File: src/rtl/wb_sys_pkg.sv
// Shared types for the memory-side Wishbone arbiter: FSM encoding, master request bundle
// and the fill byte returned on an aborted cycle.
package wb_sys_pkg;

   localparam int WB_AW = 24;
   localparam int WB_DW = 8;
   localparam logic [WB_DW-1:0] ROM_FILL = 8'hFF;

   typedef enum logic [1:0] {
      IDLE,
      GNT_M0,
      GNT_M1,
      ABORT
   } arb_state_t;

   typedef struct packed {
      logic             cyc;
      logic             stb;
      logic             we;
      logic [WB_AW-1:0] adr;
      logic [WB_DW-1:0] dat;
   } wb_req_t;

endpackage

File: src/rtl/wb_addr_decode.sv
// Boot-ROM overlay decode: a read inside the low ROM window while the overlay is on goes to
// the ROM, everything else (including writes under the ROM) goes to SDRAM.
module wb_addr_decode #(
   parameter int AW     = 24,
   parameter int ROM_AW = 14
) (
   input  logic [AW-1:0] adr,
   input  logic          we,
   input  logic          boot_rom_en,
   output logic          rom_hit
);

   always_comb begin
      rom_hit = boot_rom_en & ~we & (adr[AW-1:ROM_AW] == '0);
   end

endmodule

File: src/rtl/wb_mem_arbiter.sv
// Two-master / two-slave Wishbone arbiter with boot-ROM overlay and bounded video run length.
// Optional stalled-cycle abort is built when WB_ARB_TIMEOUT_EN is defined.
//
//   state  | meaning
//   IDLE   | no grant; arbitrate pending requests
//   GNT_M0 | CPU owns the slaves until it drops cyc
//   GNT_M1 | video owns the slaves until it drops cyc
//   ABORT  | one cycle: stalled cycle terminated with fill data (timeout build only)
module wb_mem_arbiter
   import wb_sys_pkg::*;
#(
   parameter int AW          = WB_AW,
   parameter int DW          = WB_DW,
   parameter int ROM_AW      = 14,
   parameter int MAX_VID_RUN = 4,
   parameter int TIMEOUT_CYC = 255
) (
   input  logic          clk,
   input  logic          rst,
   input  logic          m0_cyc_i,
   input  logic          m0_stb_i,
   input  logic          m0_we_i,
   input  logic [AW-1:0] m0_adr_i,
   input  logic [DW-1:0] m0_dat_i,
   output logic [DW-1:0] m0_dat_o,
   output logic          m0_ack_o,
   input  logic          m1_cyc_i,
   input  logic          m1_stb_i,
   input  logic          m1_we_i,
   input  logic [AW-1:0] m1_adr_i,
   input  logic [DW-1:0] m1_dat_i,
   output logic [DW-1:0] m1_dat_o,
   output logic          m1_ack_o,
   output logic          s0_cyc_o,
   output logic          s0_stb_o,
   output logic          s0_we_o,
   output logic [AW-1:0] s0_adr_o,
   output logic [DW-1:0] s0_dat_o,
   input  logic [DW-1:0] s0_dat_i,
   input  logic          s0_ack_i,
   output logic          s1_cyc_o,
   output logic          s1_stb_o,
   output logic [AW-1:0] s1_adr_o,
   input  logic [DW-1:0] s1_dat_i,
   input  logic          s1_ack_i,
   input  logic          boot_rom_en,
   output logic [1:0]    gnt_o,
   output logic          timeout_err_o
);

   localparam int               RUN_W   = $clog2(MAX_VID_RUN + 1);
   localparam logic [RUN_W-1:0] RUN_MAX = RUN_W'(MAX_VID_RUN);

   // The request bundle is sized by the package, so the ports must match it.
   if (AW != WB_AW || DW != WB_DW || TIMEOUT_CYC < 1 || MAX_VID_RUN < 1) begin : g_param_chk
      $error("wb_mem_arbiter: unsupported parameter set");
   end

   arb_state_t       state_q, state_d;
   logic [RUN_W-1:0] run_q, run_d;
   logic             sel_q, sel_d;
   logic             sel_vld_q, sel_vld_d;
   logic [DW-1:0]    m0_dat_q, m0_dat_d;
   logic [DW-1:0]    m1_dat_q, m1_dat_d;

   logic             req_m0, req_m1;
   logic             granted, gnt_m1;
   wb_req_t          mreq;
   logic             eff_we, rom_hit, sel_rom;
   logic             slv_ack, ack_ok;
   logic [DW-1:0]    slv_dat;

   assign req_m0 = m0_cyc_i & m0_stb_i;
   assign req_m1 = m1_cyc_i & m1_stb_i;

   always_comb begin
      granted = (state_q == GNT_M0) || (state_q == GNT_M1);
      gnt_m1  = (state_q == GNT_M1);
      if (gnt_m1) begin
         mreq = '{cyc: m1_cyc_i, stb: m1_stb_i, we: m1_we_i, adr: m1_adr_i, dat: m1_dat_i};
      end else begin
         mreq = '{cyc: m0_cyc_i, stb: m0_stb_i, we: m0_we_i, adr: m0_adr_i, dat: m0_dat_i};
      end
      // Video is read-only: its we never reaches the decode or the SDRAM.
      eff_we = mreq.we & ~gnt_m1;
   end

   wb_addr_decode #(
      .AW     (AW),
      .ROM_AW (ROM_AW)
   ) u_decode (
      .adr         (mreq.adr),
      .we          (eff_we),
      .boot_rom_en (boot_rom_en),
      .rom_hit     (rom_hit)
   );

   // Once a strobe has been presented, its slave stays fixed until that strobe is acked.
   always_comb begin
      sel_rom = sel_vld_q ? sel_q : rom_hit;
      slv_ack = sel_rom ? s1_ack_i : s0_ack_i;
      slv_dat = sel_rom ? s1_dat_i : s0_dat_i;
      ack_ok  = granted & mreq.cyc & mreq.stb & slv_ack;
   end

   assign s0_cyc_o = granted & ~sel_rom & mreq.cyc;
   assign s0_stb_o = granted & ~sel_rom & mreq.stb;
   assign s0_we_o  = granted & ~sel_rom & eff_we;
   assign s0_adr_o = mreq.adr;
   assign s0_dat_o = mreq.dat;
   assign s1_cyc_o = granted & sel_rom & mreq.cyc;
   assign s1_stb_o = granted & sel_rom & mreq.stb;
   assign s1_adr_o = mreq.adr;

   assign gnt_o    = {state_q == GNT_M1, state_q == GNT_M0};
   assign m0_dat_o = m0_dat_q;
   assign m1_dat_o = m1_dat_q;

`ifdef WB_ARB_TIMEOUT_EN
   localparam int              TMO_W    = $clog2(TIMEOUT_CYC + 1);
   localparam logic [TMO_W-1:0] TMO_LOAD = TMO_W'(TIMEOUT_CYC - 1);

   logic [TMO_W-1:0] tmo_q, tmo_d;
   logic             abort_m1_q, abort_m1_d;
   logic             stall;

   always_comb begin
      stall = granted & mreq.cyc & mreq.stb & ~slv_ack;
      tmo_d = (stall && tmo_q != '0) ? tmo_q - 1'b1 : TMO_LOAD;
   end

   always_ff @(posedge clk) begin
      if (rst) begin
         tmo_q      <= TMO_LOAD;
         abort_m1_q <= 1'b0;
      end else begin
         tmo_q      <= tmo_d;
         abort_m1_q <= abort_m1_d;
      end
   end

   assign timeout_err_o = (state_q == ABORT);
   assign m0_ack_o      = (ack_ok & ~gnt_m1) | ((state_q == ABORT) & ~abort_m1_q);
   assign m1_ack_o      = (ack_ok &  gnt_m1) | ((state_q == ABORT) &  abort_m1_q);
`else
   assign timeout_err_o = 1'b0;
   assign m0_ack_o      = ack_ok & ~gnt_m1;
   assign m1_ack_o      = ack_ok &  gnt_m1;
`endif

   always_comb begin
      state_d   = state_q;
      run_d     = run_q;
      sel_d     = sel_rom;
      sel_vld_d = 1'b0;
      m0_dat_d  = m0_dat_q;
      m1_dat_d  = m1_dat_q;
`ifdef WB_ARB_TIMEOUT_EN
      abort_m1_d = abort_m1_q;
`endif
      case (state_q)
         IDLE: begin
            if (req_m1 && (run_q < RUN_MAX || !req_m0)) begin
               state_d = GNT_M1;
               if (req_m0) begin
                  run_d = run_q + 1'b1;
               end
            end else if (req_m0) begin
               state_d = GNT_M0;
               run_d   = '0;
            end
         end
         GNT_M0, GNT_M1: begin
            if (!mreq.cyc) begin
               state_d = IDLE;
            end
`ifdef WB_ARB_TIMEOUT_EN
            else if (stall && tmo_q == '0) begin
               state_d    = ABORT;
               abort_m1_d = gnt_m1;
               if (gnt_m1) begin
                  m1_dat_d = ROM_FILL;
               end else begin
                  m0_dat_d = ROM_FILL;
               end
            end
`endif
            else begin
               sel_vld_d = mreq.stb & ~slv_ack;
            end
         end
         default: state_d = IDLE;
      endcase
      if (ack_ok) begin
         if (gnt_m1) begin
            m1_dat_d = slv_dat;
         end else begin
            m0_dat_d = slv_dat;
         end
      end
   end

   always_ff @(posedge clk) begin
      if (rst) begin
         state_q   <= IDLE;
         run_q     <= '0;
         sel_q     <= 1'b0;
         sel_vld_q <= 1'b0;
         m0_dat_q  <= '0;
         m1_dat_q  <= '0;
      end else begin
         state_q   <= state_d;
         run_q     <= run_d;
         sel_q     <= sel_d;
         sel_vld_q <= sel_vld_d;
         m0_dat_q  <= m0_dat_d;
         m1_dat_q  <= m1_dat_d;
      end
   end

endmodule

File: config.mk
export PLATFORM = sky130hd
export DESIGN_NAME = wb_mem_arbiter
export DESIGN_NICKNAME = d
export VERILOG_FILES = /design/src/rtl/wb_sys_pkg.sv /design/src/rtl/wb_addr_decode.sv /design/src/rtl/wb_mem_arbiter.sv
export SDC_FILE = /design/constraint.sdc
export NUM_CORES = 1
export LEC_CHECK = 0
export BUFFER_PORTS_ARGS = -buffer_cell sky130_fd_sc_hd__buf_4
export CAP_MARGIN = 10
export CORE_ASPECT_RATIO = 0.8
export CORE_MARGIN = 2
export CORE_UTILIZATION = 37
export CTS_BUF_LIST = sky130_fd_sc_hd__clkbuf_16
export DETAILED_ROUTE_END_ITERATION = 16
export PLACE_DENSITY = 0.82
export SYNTH_ARGS = -nofsm -noshare
export SYNTH_HDL_FRONTEND = slang
export SYNTH_HIERARCHICAL = 1
export SYNTH_SLANG_ARGS = --single-unit
File: constraint.sdc
create_clock -name clk -period 3.6 [get_ports clk]
set_clock_uncertainty 0.05 [all_clocks]
set_input_delay 0 -clock clk [delete_from_list [all_inputs] [get_ports clk]]
set_output_delay 0 -clock clk [all_outputs]
set_load 0.01 [all_outputs]
==> impl_results.md, run 1 <==
* Fin nets at about 440
* Req. time, crit path at 3690 ps
* Residual DRC count at 0
* Area of the multi-input gates at approximately 1100 um^2
* Overall global routing resource usage at about 22%
* Final Hold Viols at 0
* Startpoint class of the critical path: register
* Max-slew violations at 0
* Worst setup EP type: register
* Flop pwr share at ~32%
* CTS tree: done
* Synth top area share at between 30% and 40%
* Combinational Power Share at 39.3%
* Total gr overflow at 0
* CTS sink cnt at 23
* Ys flop type: dfxtp_1
* Total Wirelength at 6290 um
* Final number of setup-violating endpoints at 0
* Largest net degree at the start of global routing at 30
* First-pass GRT wire length at 9220 um
* Synth Warn # at 6
* Placer Congestion at ~0.77
* Starting Density at 38.7%
* DR iter-0 viols at 60
* Sw Ratio at 27.3%
* Row count at 22
* Die area at 5410 um^2
* Worst rel slew slack at a little under half
* Worst-skew pair later-pin latency at 250 ps
* Clk buf depth at 2
* Sw Pwr at 224 uW
* Mapped cell area at 1790 um^2
* Die Ht at between 60 and 70 um
* Crit-path max FO at 13
* Mapped Avg Cell Area at approximately 9.1 um^2
* DR vias at 1,897
* Fmax at 299 MHz
* Post-synth EDFFs at 0
* Arrival time worst endpoint at 3440 ps
* HP Class: in2reg
* Post-synthesis register bit count at 23
* Diode count at 0
* Setup TNS at 0 ps
* RSZ-0062 raised after global routing: false
* FF/Latch Area at 460 um^2
* Die W at 81.7 um
* Tmin final at between 3000 and 4000 ps
* Clock Pin Slew Worst Setup and Hold Paths at 60 ps
* Setup Fix Bufs, Post-CTS at 0
* Core region area at 4620 um^2
* P&R area growth vs syn at 70.1%
* Max-cap violation count at 0
* Vias in the first global route at around 1.8k
* DP Wirelength at 5300 um
* Fin crit share at 93.0%
* Cells after DPL at 396
* Cells after synthesis at 197
* Hold buffer count at cts at 0
* Drt wl/cell at 15.7 um
* Cell variety after synth at 27
* Syn Nets at 293
* Share of cells above drive strength 1 at 67.6%
* Clock H-tree levels at 1
* Final ANT Viol Nets at 0
* Tightest Pin Transition at 767 ps
* Antenna violations before repair at 0
* DRT Pass-1 Iters at 4
* Ys async rst share at 0%
* Reg2reg setup slack at 250 ps
* Internal power at 596 uW
* Status: complete, no violations
* Largest area contributor in the netlist: mux2_2
* Post-Layout Cell Count at 400
* Root Driver: clkbuf_16
* Via density at roughly 4.7
* Seq/Total Area, Yosys at between 20 and 30%
* Ports at around 170
* Port bufs at 170
* Clk pwr share at 28.6%
* Crit Path Category: reg2reg
* Fillers at 396
* Pwr Density at around 270 nW/um^2
* LEAKAGE at 1.51 nW
* Synth top area cells: mux2_2, dfxtp_1, buf_4
* Maximum VDD drop at 0.316 mV
* Num CTS Buffers at 3
-- power groups by stage --
stage | sequential (mW) | combinational (mW) | clock, mW
after global routing | 0.263 | 0.344 | 0.251
after CTS | 0.263 | 0.323 | 0.235
after floorplan | 0.268 | 0.165 | 0
after detailed placement | 0.268 | 0.322 | 0
after global placement | 0.268 | 0.316 | 0
final | 0.263 | 0.322 | 0.235
-- cell usage in the layout (no fill, tap or decap), drive strengths merged, types with 3 or more instances in the layout --
cell	n
inv	3
nor2	9
clkbuf	3
ha	5
nand2	22
a21oi	9
mux2i	4
nor4	3
dfxtp	23
nor2b	17
and3	3
buf	175
mux2	50
-- final timing paths --
path / start / to / depth (start not counted)
setup / recovery: state_q[0] / m0_dat_o[2] / 11
hold / removal: rst / state_q[1] / 2
setup reg to reg: state_q[0] / m0_dat_o[2] / 11
hold reg to reg: state_q[0] / state_q[0] / 2
-- metrics by stage --
step	setup slack, ps	power, mW	util, %	hold slack [ps]	area (um^2)
floorplan	159	0.433	-	97.2	1790
global placement	352	0.584	64.0	256	2960
detailed placement	200	0.591	64.0	259	2960
CTS	201	0.821	65.7	65.5	3040
global route	4.85	0.859	65.8	94.7	3040
finish	253	0.819	65.8	68.4	3040
-- Yosys cell counts, drive strengths merged, types with 2 or more instances --
master,count
a21oi,9
and3,3
buf,27
clkbuf,9
dfxtp,23
ha,5
inv,2
mux2,50
mux2i,4
nand2,22
nand2b,2
nor2,9
nor2b,17
nor4,3
nor4b,2
-- area by class of cell --
class / instances / area share [%]
clock buffer: 3 / 2.47
clock inverter: 1 / 0.123
inverter: 2 / 0.247
multi-input combinational: 136 / 36.0
sequential: 23 / 15.1
tap: 60 / 2.47
timing repair buffer: 175 / 43.6
-- kinds of logic (layout without fill, tap and decap cells) --
| kind of cell | count (synthesis) | in the layout | synth area share (%) |
|---|---|---|---|
| fa+ha+maj | 5 | 5 | 3.50 |
| xor+xnor | 2 | 2 | 0.979 |
| flops | 23 | 23 | 25.7 |
| buf+inv | 38 | 181 | 13.4 |
| other cells | 1 | 1 | 0.210 |
| simple gates | 61 | 61 | 18.3 |
| compound gates | 13 | 13 | 4.13 |
| mux | 54 | 54 | 33.7 |
-- flip-flops by register name, summed over array words and instances (netlist names) --
name and cells:
run_q 3, m0_dat_o 8, m1_dat_o 8, state_q 2, sel_q 1, sel_vld_q 1
-- critical path, cell delays in order (launching register included) --
cell and delay, ps:
dfxtp_1 320, inv_1 110, ha_1 260, buf_12 160, mux2_2 360, nor4b_1 350, and3_1 240, mux2_2 180
mux2i_1 180, nor4_4 450, buf_4 230, mux2_2 330
-- routing by layer --
layer  track usage [%]  routed length [um]  share of wire [%]  up-vias
li1                  -                   -                  -      938
met1              27.4                2520                 40      880
met2              41.3                3270                 52       79
met3              4.10                 502                8.0        0
met4              1.25                   0                  0        0
met5                 0                   0                  0        -
-- repair_timing --
action                                  4_1_cts  5_1_grt
hold endpoints to repair                      0        0
endpoints found under the setup margin        0        9
resized for setup                             0        1
Note: power is estimated with default switching activity, not from simulation.
==> run 2, diff against run 1 <==
--- a/config.mk
+++ b/config.mk
@@ -13,6 +13,7 @@
 export CTS_BUF_LIST = sky130_fd_sc_hd__clkbuf_16
 export DETAILED_ROUTE_END_ITERATION = 16
 export PLACE_DENSITY = 0.82
+export SETUP_SLACK_MARGIN = 0.02
 export SYNTH_ARGS = -nofsm -noshare
 export SYNTH_HDL_FRONTEND = slang
 export SYNTH_HIERARCHICAL = 1
==> constraint.sdc (replaced) <==
create_clock -name clk -period 3.2 [get_ports clk]
set_clock_uncertainty 0.05 [all_clocks]
set_input_delay 0 -clock clk [delete_from_list [all_inputs] [get_ports clk]]
set_output_delay 0 -clock clk [all_outputs]
set_load 0.01 [all_outputs]
==> run 2 against run 1 <==
Effect of this change: core utilization grew 0.73 points; design area grew 1.1%; die area is the same; clock-buffer cell count is the same; clock power grew 12%; fmax grew 12%; sequential power grew 12%; hold slack lost 11 ps; final cell count grew 0.25%; flip-flop and latch count is the same; first-iteration DRC count shrank 50%; non-clock buffer count grew 1; critical path type unchanged.
==> impl_results.md, run 2 (synthesis gave the netlist of run 1 again) <==
* Status: complete, no violations (unchanged)
* Share of cells above drive strength 1 at 68.9% (was 67.6%)
* Final number of setup-violating endpoints at 0 (unchanged)
* Overall global routing resource usage at 20.3% (was 22.1%)
* DR vias at 1,834 (was 1,897)
* Hold buffer count at cts at 0 (unchanged)
* Tightest Pin Transition at 1050 ps (was 767 ps)
* CTS tree: done (unchanged)
* Diode count at 0 (unchanged)
* Arrival time worst endpoint at 3080 ps (was 3440 ps)
* LEAKAGE at 1.52 nW (was 1.51 nW)
* Req. time, crit path at 3290 ps (was 3690 ps)
* Met1 Usage GRT at 21.9% (was 27.4%)
* Max-cap violation count at 0 (unchanged)
* CTS sink cnt at 23 (unchanged)
* Largest net degree at the start of global routing at 30 (unchanged)
* P&R area growth vs syn at 72.0% (was 70.1%)
* DP Wirelength at 4790 um (was 5300 um)
* Top delay family on crit path: multiplexers (unchanged)
* Flop pwr share at 32.0% (was 32.1%)
* Clock Pin Slew Worst Setup and Hold Paths at 60 ps (about the same)
* Port bufs at 170 (unchanged)
* Total gr overflow at 0 (unchanged)
* Sw Pwr at 250 uW (was 224 uW)
* Area of the multi-input gates at 1120 um^2 (was 1090 um^2)
* Most frequent cells in the layout: buf_4, mux2_2, dfxtp_1 (unchanged)
* Tmin final at 2990 ps (was 3350 ps)
* Drt wl/cell at 14.4 um (was 15.7 um)
* Crit-path cells: inv_1, ha_1, buf_12, mux2_2, nor4_4, and3_1, mux2_2, mux2i_2, nor4_4, buf_4, mux2_2 (was inv_1, ha_1, buf_12, mux2_2, nor4b_1, and3_1, mux2_2, mux2i_1, nor4_4, buf_4, mux2_2)
* Worst setup EP type: register (unchanged)
* Finished Cell Area at 3080 um^2 (was 3040 um^2)
* DRT Pass-1 Iters at 3 (was 4)
* Fillers at 418 (was 396)
* DR iter-0 viols at 30 (was 60)
* Clk buf depth at 2 (unchanged)
* First-pass GRT wire length at 8430 um (was 9220 um)
* HP Class: in2reg (unchanged)
* Ports at 173 (unchanged)
* Clock H-tree levels at 1 (unchanged)
* Combinational Power Share at 39.4% (was 39.3%)
* Final ANT Viol Nets at 0 (unchanged)
* RSZ-0062 raised after global routing: false (unchanged)
* Fin crit share at 93.4% (was 93.0%)
* Die Ht at 66.2 um (unchanged)
* Sw Ratio at 27.1% (was 27.3%)
* Row count at 22 (unchanged)
* Total Wirelength at 5780 um (was 6290 um)
* Crit Path Category: reg2reg (unchanged)
* Die area at 5410 um^2 (unchanged)
* Root Driver: clkbuf_16 (unchanged)
* Crit-path max cell delay at 380 ps (was 450 ps)
* Fmax at 335 MHz (was 299 MHz)
* Maximum VDD drop at 0.320 mV (was 0.316 mV)
* Commonest non-fill, non-tap cell in the layout: buf_4 (unchanged)
* Internal power at 673 uW (was 596 uW)
* FF/Latch Area at 460 um^2 (unchanged)
* Slowest CP cell: mux2_2 (was nor4_4)
* Dpl cell area at 2960 um^2 (about the same)
* Die W at 81.7 um (unchanged)
* Fin nets at 438 (was 437)
* Worst-skew pair later-pin latency at 250 ps (about the same)
* Pwr Density at 300 nW/um^2 (was 269 nW/um^2)
* Buf/Inv on CP at 3 (unchanged)
* Antenna violations before repair at 0 (unchanged)
* Clk pwr share at 28.6% (about the same)
* Worst rel slew slack at 28.1% (was 47.4%)
* Setup TNS at 0 ps (unchanged)
* Final hold slack at 57.6 ps (was 68.4 ps)
* Num CTS Buffers at 3 (unchanged)
* Via density at 4.57 (was 4.74)
* Crit-path max FO at 13 (unchanged)
* Core region area at 4620 um^2 (unchanged)
* Max-slew violations at 0 (unchanged)
* CP most frequent cell: mux2_2 (unchanged)
* Starting Density at 38.7% (unchanged)
* Busiest grt layer: met2 (unchanged)
* Placer Congestion at 0.760 (was 0.770)
* Global-route track usage on met2 at 38.0% (was 41.3%)
* Startpoint class of the critical path: register (unchanged)
* Residual DRC count at 0 (unchanged)
* Final Hold Viols at 0 (unchanged)
* GR Layer Usage met3 at 6.56% (was 4.10%)
* Vias in the first global route at 1,780 (was 1,824)
==> run 2: final cells by class <==
cell class / instances / area share (%)
inverter: 2 / 0.244
timing repair buffer: 176 / 43.4
clock inverter: 1 / 0.163
sequential: 23 / 15.0
clock buffer: 3 / 2.44
tap: 60 / 2.44
multi-input combinational: 136 / 36.4
==> run 2: metal layers <==
layer  vias up  share of wire (%)
met3         2                 11
met4         0               0.47
met5         -                  0
met2        67                 53
li1        933                  -
met1       832                 36
==> run 2: through the flow <==
stage / instances / setup WS, ps / power [mW] / util, %
3_3_place_gp: 395 / 155 / 0.656 / 64.0
2_1_floorplan: 197 / 72.8 / 0.490 / -
6_report: 401 / 212 / 0.923 / 66.5
3_5_place_dp: 395 / 62.0 / 0.661 / 64.0
4_1_cts: 399 / 43.4 / 0.928 / 65.7
5_1_grt: 401 / 27.8 / 0.970 / 66.5
==> run 2: worst paths after layout <==
path,from,end,slack [ps],cells past startpoint
worst max register to register,state_q[0],m0_dat_o[0],210,11
worst min-delay path,rst,state_q[1],60,2
worst max-delay path,state_q[0],m0_dat_o[0],210,11
worst min register to register,state_q[0],state_q[0],430,2
==> run 2: power groups by stage <==
stage | clock (mW) | sequential, mW | combinational (mW)
floorplan | 0 | 0.302 | 0.188
global placement | 0 | 0.301 | 0.355
detailed placement | 0 | 0.302 | 0.359
CTS | 0.271 | 0.295 | 0.362
global route | 0.286 | 0.296 | 0.388
finish | 0.264 | 0.295 | 0.364
==> run 2: timing repair <==
action                     CTS  global route
setup endpoints to repair    0            14
gates resized for setup      0             3
buffers inserted             0             2
